**src/rtl/d_decode_queue.sv**
```systemverilog
// Fetch-to-decode queue: compacts masked fetch slots into a circular buffer
// and presents up to WIDTH oldest entries per cycle to the basic decoders.
module d_decode_queue #(
  parameter int WIDTH = 2,
  parameter int DEPTH = 8,
  parameter int CNT_W = $clog2(DEPTH + 1)
) (
  input  logic                   clk,
  input  logic                   rst_n,
  input  logic                   flush_i,
  input  logic                   in_valid_i,
  output logic                   in_ready_o,
  input  logic [31:0]            in_pc_i,
  input  logic [WIDTH-1:0]       in_mask_i,
  input  logic [WIDTH*32-1:0]    in_insts_i,
  input  logic [WIDTH-1:0]       in_excp_i,
  output logic                   out_valid_o,
  input  logic                   out_ready_i,
  output logic [WIDTH-1:0]       out_mask_o,
  output logic [WIDTH*32-1:0]    out_pc_o,
  output logic [WIDTH*32-1:0]    out_insts_o,
  output logic [WIDTH-1:0]       out_excp_o,
  output logic [CNT_W-1:0]       count_o
);

  localparam int AW = (DEPTH > 1) ? $clog2(DEPTH) : 1;
  localparam logic [31:0]      ALIGN_MASK = 32'(WIDTH * 4 - 1);
  localparam logic [CNT_W-1:0] WIDTH_C    = CNT_W'(WIDTH);
  localparam logic [CNT_W-1:0] READY_MAX  = CNT_W'(DEPTH - WIDTH);
  localparam logic [CNT_W-1:0] DEPTH_C    = CNT_W'(DEPTH);

  logic [AW-1:0]    head_q;
  logic [AW-1:0]    tail_q;
  logic [CNT_W-1:0] count_q;

  logic [31:0] pc_mem   [DEPTH];
  logic [31:0] inst_mem [DEPTH];
  logic        excp_mem [DEPTH];

  logic             enq;
  logic             deq;
  logic [CNT_W-1:0] n_in;
  logic [CNT_W-1:0] n_out;
  logic [AW-1:0]    slot_pos [WIDTH];
  logic [31:0]      slot_pc  [WIDTH];
  logic [AW-1:0]    rd_idx   [WIDTH];

  assign in_ready_o  = (count_q <= READY_MAX);
  assign out_valid_o = (count_q != '0);
  assign count_o     = count_q;

  assign enq = in_valid_i && in_ready_o && !flush_i;
  assign deq = out_valid_o && out_ready_i && !flush_i;

  // Each set mask bit lands at tail plus the number of set bits below it.
  always_comb begin
    logic [CNT_W-1:0] acc;
    acc = '0;
    for (int i = 0; i < WIDTH; i++) begin
      slot_pos[i] = AW'(acc);
      slot_pc[i]  = (in_pc_i & ~ALIGN_MASK) | 32'(i * 4);
      acc         = acc + CNT_W'(in_mask_i[i]);
    end
    n_in = acc;
  end

  assign n_out = (count_q < WIDTH_C) ? count_q : WIDTH_C;

  always_ff @(posedge clk or negedge rst_n) begin
    if (!rst_n) begin
      head_q  <= '0;
      tail_q  <= '0;
      count_q <= '0;
    end else if (flush_i) begin
      head_q  <= '0;
      tail_q  <= '0;
      count_q <= '0;
    end else begin
      if (enq) tail_q <= tail_q + AW'(n_in);
      if (deq) head_q <= head_q + AW'(n_out);
      count_q <= count_q + (enq ? n_in : '0) - (deq ? n_out : '0);
    end
  end

  // Storage carries no reset; occupancy alone decides what is visible.
  always_ff @(posedge clk) begin
    if (enq) begin
      for (int i = 0; i < WIDTH; i++) begin
        if (in_mask_i[i]) begin
          pc_mem[tail_q + slot_pos[i]]   <= slot_pc[i];
          inst_mem[tail_q + slot_pos[i]] <= in_insts_i[32*i +: 32];
          excp_mem[tail_q + slot_pos[i]] <= in_excp_i[i];
        end
      end
    end
  end

  always_comb begin
    out_mask_o  = '0;
    out_pc_o    = '0;
    out_insts_o = '0;
    out_excp_o  = '0;
    for (int i = 0; i < WIDTH; i++) begin
      rd_idx[i] = head_q + AW'(i);
      if (CNT_W'(i) < count_q) begin
        out_mask_o[i]           = 1'b1;
        out_pc_o[32*i +: 32]    = pc_mem[rd_idx[i]];
        out_insts_o[32*i +: 32] = inst_mem[rd_idx[i]];
        out_excp_o[i]           = excp_mem[rd_idx[i]];
      end
    end
  end

  a_pc_align: assert property (@(posedge clk) disable iff (!rst_n)
    in_valid_i |-> ((in_pc_i & ALIGN_MASK) == 32'd0));

  a_count_max: assert property (@(posedge clk) disable iff (!rst_n)
    count_q <= DEPTH_C);

endmodule

```
**config.mk**
```make
export PLATFORM = sky130hd
export DESIGN_NAME = d_decode_queue
export DESIGN_NICKNAME = d
export VERILOG_FILES = /design/src/rtl/d_decode_queue.sv
export SDC_FILE = /design/constraint.sdc
export NUM_CORES = 1
export LEC_CHECK = 0
export CORE_MARGIN = 2
export CORE_UTILIZATION = 25
export DETAILED_ROUTE_END_ITERATION = 7
export MAX_ROUTING_LAYER = met4
export PLACE_DENSITY = 0.43
export SLEW_MARGIN = 20
export SYNTH_ARGS = -nofsm -noshare
export SYNTH_HDL_FRONTEND = slang
export SYNTH_SLANG_ARGS = --single-unit
export TNS_END_PERCENT = 1
```
**constraint.sdc**
```tcl
create_clock -name clk -period 4.4 [get_ports clk]
set_clock_uncertainty 0.15 [all_clocks]
set_input_delay 0.88 -clock clk [delete_from_list [all_inputs] [get_ports clk]]
set_output_delay 0.88 -clock clk [all_outputs]
set_load 0.1 [all_outputs]
```
# [After elaboration in Yosys (flattened, before gate mapping)]
# Memories as Yosys holds them, arrays and structs flattened.
# Index checks and enable logic that the tools add are counted.
[op_classes] n_reduce_logical=8 magnitude_cmp=4 addsub=7 muxes=22
[op_table] op="2-to-1 mux 32 bit" n=4
[op_table] op="2-to-1 mux 3 bit" n=4
[op_table] op="2-to-1 mux 4 bit" n=3
[op_table] op="2-to-1 mux 1 bit" n=10
[op_table] op="less-than comparator 1 x 4 -> 1 bit (first input constant)" n=2
[op_table] op="adder 4 x 2 -> 4 bit" n=1
[op_table] op="less-or-equal comparator 4 x 3 -> 1 bit (second input constant)" n=1
[op_table] op="logical AND 1 bit" n=4
[op_table] op="less-than comparator 4 x 2 -> 1 bit (second input constant)" n=1
[op_table] op="nonzero test 2 bit" n=2
[op_table] op="nonzero test 4 bit" n=1
[op_table] op="subtractor 4 bit" n=1
[op_table] op="adder 3 x 1 -> 3 bit" n=1
[op_table] op="adder 3 x 1 -> 3 bit (second input constant)" n=1
[op_table] op="adder 3 x 2 -> 3 bit" n=1
[op_table] op="adder 3 bit" n=1
[op_table] op="adder 1 x 1 -> 2 bit" n=1
[op_table] op="2-to-1 mux 2 bit" n=1
[op_table] op="zero test 1 bit" n=1
[totals] wordCells=47 memories=3 output_inout_bits=138 ramBits=504 input_bits=105 reg_bits=10
[memory_table] memory="inst_mem" words=8 word_bits=32 read_ports=2 rd_clocked_by_memory_dff=0 write_ports=2 line="37" source="logic [31:0] inst_mem [DEPTH];"
[memory_table] memory="pc_mem" words=8 word_bits=30 read_ports=2 rd_clocked_by_memory_dff=0 write_ports=2 line="36" source="logic [31:0] pc_mem [DEPTH];"
[memory_table] memory="excp_mem" words=8 word_bits=1 read_ports=2 rd_clocked_by_memory_dff=0 write_ports=2 line="38" source="logic excp_mem [DEPTH];"

# [Depth between registers and ports, before layout]
# Gate-level depths: netlist of the first run.
[depth] ltp_word=7 mapped_depth=14

# [Worst setup path after synthesis of the first run]
# No wires, ideal clock.
[synth_path] path_kind="register to output" start="reg count_q[3] (netlist: count_o[3])" end="out out_excp_o[0]" path_buffers=3 t_arrival_ns=4.037 path_slack_ns=-0.667 t_required_ns=3.370 path_stages_with_launch=9 path_cell_list="dfrtp_1 > inv_1 > ha_1 > or3b_2 > clkbuf_1 > nor2b_1 > buf_2 > clkbuf_1 > a22o_1"
[synth_between] elab_chain_cells=2
[synth_lines] element="from (decl)" line="34" source="logic [CNT_W-1:0] count_q;"
[synth_lines] element="from (signal assigned)" line="81" source="count_q <= count_q + (enq ? n_in : '0) - (deq ? n_out : '0);"
[synth_lines] element="less-than comparator 1 x 4 -> 1 bit" line="105" source="if (CNT_W'(i) < count_q) begin"
[synth_lines] element="2-to-1 mux 1 bit" line="105"
[synth_lines] element="to (decl)" line="22" source="output logic [WIDTH-1:0] out_excp_o,"
# Every way passes these cells.

# [Final worst setup path of the first run]
[layout_path] start="reg count_q[3] (netlist: count_o[3])" end="out out_insts_o[22]"
[layout_between] elab_chain_cells=2
[layout_lines] element="less-than comparator 1 x 4 -> 1 bit" line="105"
[layout_lines] element="2-to-1 mux 32 bit" line="105"
[layout_lines] element="to (decl)" line="21" source="output logic [WIDTH*32-1:0] out_insts_o,"
# Every way passes these cells.

==> results of run 1 <==
through the flow:
step | hold WS (ns) | setup WS, ns | TNS (ns)
4_1_cts | 0.335 | 0.0323 | 0
3_3_place_gp | 0.299 | 0.475 | 0
6_report | 0.335 | 0.275 | 0
5_1_grt | 0.361 | 0.122 | 0
2_1_floorplan | 0.288 | -0.188 | -19.92
3_5_place_dp | 0.322 | 0.445 | 0
sequential cells by signal, indices dropped and copies added, names as in the netlist:
| name | cells |
|---|---|
| inst_mem | 256 |
| pc_mem | 240 |
| excp_mem | 8 |
| count_o | 4 |
| head_q | 3 |
| tail_q | 3 |
worst max-delay path, delay by kind of cell (launching register included):
| family | cells | cell delay (ns) |
|---|---|---|
| AO/OA/AOI/OAI | 1 | 0.30 |
| adder cells (fa/ha/maj) | 1 | 0.19 |
| AND/OR/NAND/NOR | 2 | 0.80 |
| buffers and inverters | 3 | 0.66 |
| flip-flops | 1 | 0.48 |
layout make-up:
class,count,area (µm²)
Inverter,11,41.3
Sequential cell,514,15300
Fill cell,10900,76900
Multi-Input combinational cell,990,12400
Timing Repair Buffer,297,3740
Clock buffer,88,1830
Tap cell,1500,1880
Clock inverter,35,234
Antenna cell,16,40.0
power breakdown:
group | total [W] | switching (W) | internal, W
Combinational | 0.00927 | 0.00639 | 0.00288
Clock | 0.00524 | 0.00219 | 0.00305
Sequential | 0.00562 | 0.0000922 | 0.00553
Total | 0.0201 | 0.00867 | 0.0115
metal layers:
| layer | vias up | GRT usage, % | routed length, µm |
|---|---|---|---|
| li1 | 7248 | - | - |
| met1 | 8908 | 19.6 | 37900 |
| met2 | 461 | 27.6 | 47200 |
| met3 | 115 | 3.45 | 4640 |
| met4 | 0 | 4.02 | 1920 |
| met5 | - | - | 0 |
timing repair:
action,4_1_cts,5_1_grt
setup endpoints to repair,10,2
pin swaps,0,0
buffers inserted,3,1
gates cloned,0,0
synthesized netlist by cell type (all sizes together), types with 4 or more instances:
master | instances | area share, %
edfxtp | 496 | 53
mux2 | 265 | 11
mux4 | 252 | 20
and2 | 234 | 5.2
a22o | 126 | 3.9
buf | 87 | 2.0
clkbuf | 53 | 0.74
nor2 | 18 | 0.45
ha | 12 | 0.53
inv | 11 | 0.15
dfrtp | 10 | 0.89
a21o | 9 | 0.24
nand2 | 9 | 0.12
o211ai | 9 | 0.24
o21ai | 9 | 0.16
dfxtp | 8 | 0.57
nor2b | 8 | 0.19
a21oi | 4 | 0.071
fa | 4 | 0.28
nand2b | 4 | 0.089
kinds of logic after synthesis:
group                      after synthesis
xor gates and xnor gates                 6
other                                    1
and+or+nand+nor                        285
AOI/OAI and AO/OA                      160
adders and majority gates               16
buffers and inverters                  151
muxes                                  519
DFF                                    514
layout by cell type (no fill, tap or decap), types with 3 or more instances in the layout:
master and n:
nand2b_1 4, nor2_4 9, ha_1 11, a22o_1 66, fa_1 4, mux2_2 246
clkdlybuf4s50_1 107, edfxtp_1 496, clkbuf_1 17, a21o_1 9, diode_2 16, inv_6 4
nor2_1 9, a22o_2 60, a21oi_1 4, dfxtp_1 8, xor2_1 3, conb_1 4
o211ai_1 9, clkinv_2 11, nor2b_1 5, and2_1 233, dfrtp_1 8, buf_12 99
clkinv_1 16, mux2_1 19, clkbuf_16 70, o21ai_4 8, mux4_2 252, nand2_1 9
inv_1 10, buf_4 91, xnor2_1 3
worst max path at each step:
stage	to	slack, ns	depth (start not counted)
3_3_place_gp	inst_mem[2][19]	0.48	7
3_5_place_dp	pc_mem[2][29]	0.45	7
5_1_grt	out_pc_o[15]	0.12	5
6_report	out_insts_o[22]	0.28	7
2_1_floorplan	out_excp_o[0]	-0.19	8
4_1_cts	out_insts_o[30]	0.03	7
==> flow_metrics.tcl, run 1 <==
set metrics [dict create \
    outcome "completed" \
    synth_area_um2 28300 \
    coreArea_um2 112000 \
    grt_max_degree 123 \
    cts_sinks 514 \
    cap_violations 0 \
    hold_class "reg2reg" \
    synth_top_family_by_area "multiplexers" \
    dp.final_hpwl_um 52300 \
    seq_area_frac_synth_pct 54.1 \
    r2r_slack_ns 1.34 \
    first_pass_iters 5 \
    vias 16700 \
    crit_top_cell "buf_4" \
    reg2regPathDepth 8 \
    fmax_ghz 0.242 \
    whs_path_depth 1 \
    cts_buffers 68 \
    ir_drop_v 0.000440 \
    hold_end "pc_mem[1][0]" \
    yosys_warnings 0 \
    ant_nets 0 \
    synth_compound_area_share_pct 4.83 \
    die_y_um 340 \
    gp_congestion 0.731 \
    clock-root-buffer "clkbuf_16" \
    utilization_pct 31.5 \
    grt_pass1_vias 18000 \
    ctsHtreeMaxLevel 3 \
    finalCritPeriodShare_pct 93.7 \
    critPathLaunchType "flop" \
    die_w_um 340 \
    crit_chain "inv_1 -> ha_1 -> or3b_2 -> and2_4 -> buf_4 -> a22o_1 -> buf_4" \
    synth.distinct_cells 45 \
    clock_latency_ns 0.63 \
    cts_max_path_buffers 3 \
    cts_tree "built" \
    p_leak_nw 11.8 \
    placedInstanceArea_um2 33300 \
    grt_usage_pct 16.2 \
    drt_iter0_markers 1151 \
    worstSetupEndpointType "output port" \
    postLayoutCellArea_um2 35400 \
    avgSynthCellArea_um2 17.1 \
    cp_slowest_cell "or3b_2" \
    reg2reg_from "count_o[3]" \
    initial_core_util_pct 25.2 \
    io_pins 243 \
    synth_cells 1652 \
    rsz0062_at_grt "false" \
    rows 123 \
    dieArea_um2 116000 \
    synth-edff-count 496 \
    synth-xor-area-share_pct 0.186 \
    avgViaCountPerCell 4.85 \
    power.density_nw_per_um2 568 \
    startpoint "count_o[3]" \
    worstPathRequired_ns 3.37 \
    slew_violations 0 \
    power_w 0.0201 \
    ctsResizeCount 0 \
    path_clk_slew_ns 0.06 \
    finalHoldViolCount 0 \
    synthAdderAreaFrac_pct 0.814 \
    wl_um 91700 \
    min_period_ns 4.12 \
    ctsHoldBuffers 0 \
    cp_data_arrival_time_ns 3.09 \
    max_stage_delay_ns 0.54 \
    muxShareOfSynthArea_pct 30.7 \
    antenna_found_initial 15 \
    tightest_slew_ns 0.970 \
    post_drt_wl_per_cell_um 26.6 \
    setup_viol 0 \
    drc 0 \
    async_reset_ff_share_pct 1.95 \
    grt_overflow 0 \
    synth_ff_type "edfxtp_1" \
    layout.cells.non_filler 3451 \
    placed_cells 3308 \
    drive_above_1_share_pct 44.9 \
    ys_ff_latch 514 \
    port_buffers 235 \
    worstReg2RegEnd "pc_mem[6][20]" \
    worstSetupPathType "reg2out" \
    grt_pass1_wl_um 132000 \
    min_from "pc_mem[1][0]" \
    max_slew_margin_pct 35.1 \
    worstPathMaxFanout 14 \
    syn_to_final_growth_pct 25.3 \
    synthSimpleGateAreaFrac_pct 6.39 \
    fin_nets 2003 \
]
Power figures use the tool's default switching activity.
==> inputs of run 2 (changes only) <==
--- a/config.mk
+++ b/config.mk
@@ -14,4 +14,4 @@
 export SYNTH_ARGS = -nofsm -noshare
 export SYNTH_HDL_FRONTEND = slang
 export SYNTH_SLANG_ARGS = --single-unit
-export TNS_END_PERCENT = 1
+export TNS_END_PERCENT = 10
==> constraint.sdc (replaced) <==
create_clock -name clk -period 4.7 [get_ports clk]
set_clock_uncertainty 0.15 [all_clocks]
set_input_delay 0.94 -clock clk [delete_from_list [all_inputs] [get_ports clk]]
set_output_delay 0.94 -clock clk [all_outputs]
set_load 0.1 [all_outputs]
==> flow_metrics.tcl, run 2 (synthesized netlist as in run 1, its figures left out) <==
set metrics [dict create \
    mostFrequentLayoutCells "496 x edfxtp_1, 252 x mux4_2, 246 x mux2_2, 233 x and2_1, 144 x buf_4" \
    power_w 0.0186 \
    post_cts_buffers 0 \
    fmax_ghz 0.231 \
    avgViaCountPerCell 4.83 \
    vias 16700 \
    largest_register_ffs 256 \
    setup_viol 0 \
    finalCritPeriodShare_pct 92.0 \
    dp.final_hpwl_um 53500 \
    slew_violations 0 \
    clock_latency_ns 0.60 \
    cap_violations 0 \
    hold_class "reg2reg" \
    power.density_nw_per_um2 534 \
    cts_sinks 514 \
    wl_um 91400 \
    rsz0062_at_grt "false" \
    utilization_pct 31.0 \
    ctsResizeCount 0 \
    path_clk_slew_ns 0.05 \
    drt_iter0_markers 1030 \
    worstPathRequired_ns 3.61 \
    syn_to_final_growth_pct 23.2 \
    fillers 11000 \
    tightest_slew_ns 0.985 \
    final_common_cell "edfxtp_1" \
    p_leak_nw 11.7 \
    drc 0 \
    cts_tree "built" \
    cts_buffers 68 \
    port_buffers 235 \
    ant_nets 0 \
    ctsHoldBuffers 0 \
    worstSetupPathType "reg2out" \
    ir_drop_v 0.000485 \
    drive_above_1_share_pct 41.6 \
    clock-root-buffer "clkbuf_16" \
    dieArea_um2 116000 \
    fin_nets 2004 \
    post_drt_wl_per_cell_um 26.5 \
    first_pass_iters 5 \
    grt_max_degree 81 \
    outcome "completed" \
    die_y_um 340 \
    io_pins 243 \
    coreArea_um2 112000 \
    die_w_um 340 \
    max_slew_margin_pct 34.2 \
    grt_overflow 0 \
    grt_pass1_wl_um 131000 \
    grt_usage_pct 16.1 \
    rows 123 \
    cp_data_arrival_time_ns 3.23 \
    worstPathMaxFanout 30 \
    cts_max_path_buffers 3 \
    ctsHtreeMaxLevel 3 \
    finalHoldViolCount 0 \
    antenna_found_initial 14 \
    gp_congestion 0.742 \
    critPathLaunchType "flop" \
    worstSetupEndpointType "output port" \
    min_period_ns 4.32 \
    initial_core_util_pct 25.2 \
    grt_pass1_vias 18000 \
]
## run 2: cell count changes in the layout (fill, tap and decap cells not counted), moves of 3 or more
cell and delta:
inv_6 -3, bufinv_16 +6, buf_4 +53, buf_12 -53
clkinv_2 -6, a22o_1 +60, a22o_2 -60
## run 2: critical path, cell delays in order, from the launching register on
cell and delay [ns]:
dfrtp_1 0.52, inv_1 0.17, ha_1 0.23, or3b_2 0.30, nor2b_4 0.22, buf_4 0.48, a22o_1 0.31, buf_4 0.32
## run 2: report_power, final
part           leakage (nW)  internal, W  total (W)  switching, W
logic                  5.46      0.00226    0.00812       0.00586
registers              5.18      0.00517    0.00527     0.0000946
clock network          1.06      0.00319    0.00521       0.00203
total                  11.7       0.0106     0.0186       0.00798
## run 2: final cells by class
type	count	area, µm²	area share, %
Clock buffer	88	1840	5.29
Multi-Input combinational cell	990	12300	35.3
Tap cell	1500	1880	5.39
Timing Repair Buffer	298	3080	8.85
Sequential cell	514	15300	44.0
Clock inverter	32	350	1.01
Inverter	11	41.3	0.119
Antenna cell	15	37.5	0.108
## run 2: per-layer routing
metal	track usage, %	part of all wire (%)	vias to the layer above
met5	-	0	-
met4	4.04	2.3	0
met3	4.04	5.9	123
met2	27.6	51	389
met1	18.9	41	8894
li1	-	-	7245
## run 2: path summary, 6_finish.rpt
| kind | from | to | slack (ns) | cells past startpoint |
|---|---|---|---|---|
| max in group asynchronous | rst_n | head_q[1] | 3.44 | 1 |
| setup reg to reg | count_o[3] | count_o[3] | 1.36 | 14 |
| hold / removal | pc_mem[7][0] | pc_mem[7][0] | 0.33 | 1 |
| hold reg to reg | pc_mem[7][0] | pc_mem[7][0] | 0.33 | 1 |
| min in group asynchronous | rst_n | count_o[1] | 0.55 | 1 |
| setup / recovery | count_o[3] | out_pc_o[29] | 0.38 | 7 |
## run 2: stage by stage
stage / worst slack (ns) / cells / hold WS [ns] / setup TNS (ns) / cell area (µm²)
6_report: 0.376 / 3448 / 0.327 / 0 / 34800
5_1_grt: 0.248 / 3447 / 0.342 / 0 / 34800
4_1_cts: 0.272 / 3433 / 0.326 / 0 / 34800
3_5_place_dp: 0.658 / 3313 / 0.314 / 0 / 32600
3_3_place_gp: 0.688 / 3313 / 0.303 / 0 / 32600
2_1_floorplan: -0.181 / 1655 / 0.288 / -10.83 / 28300
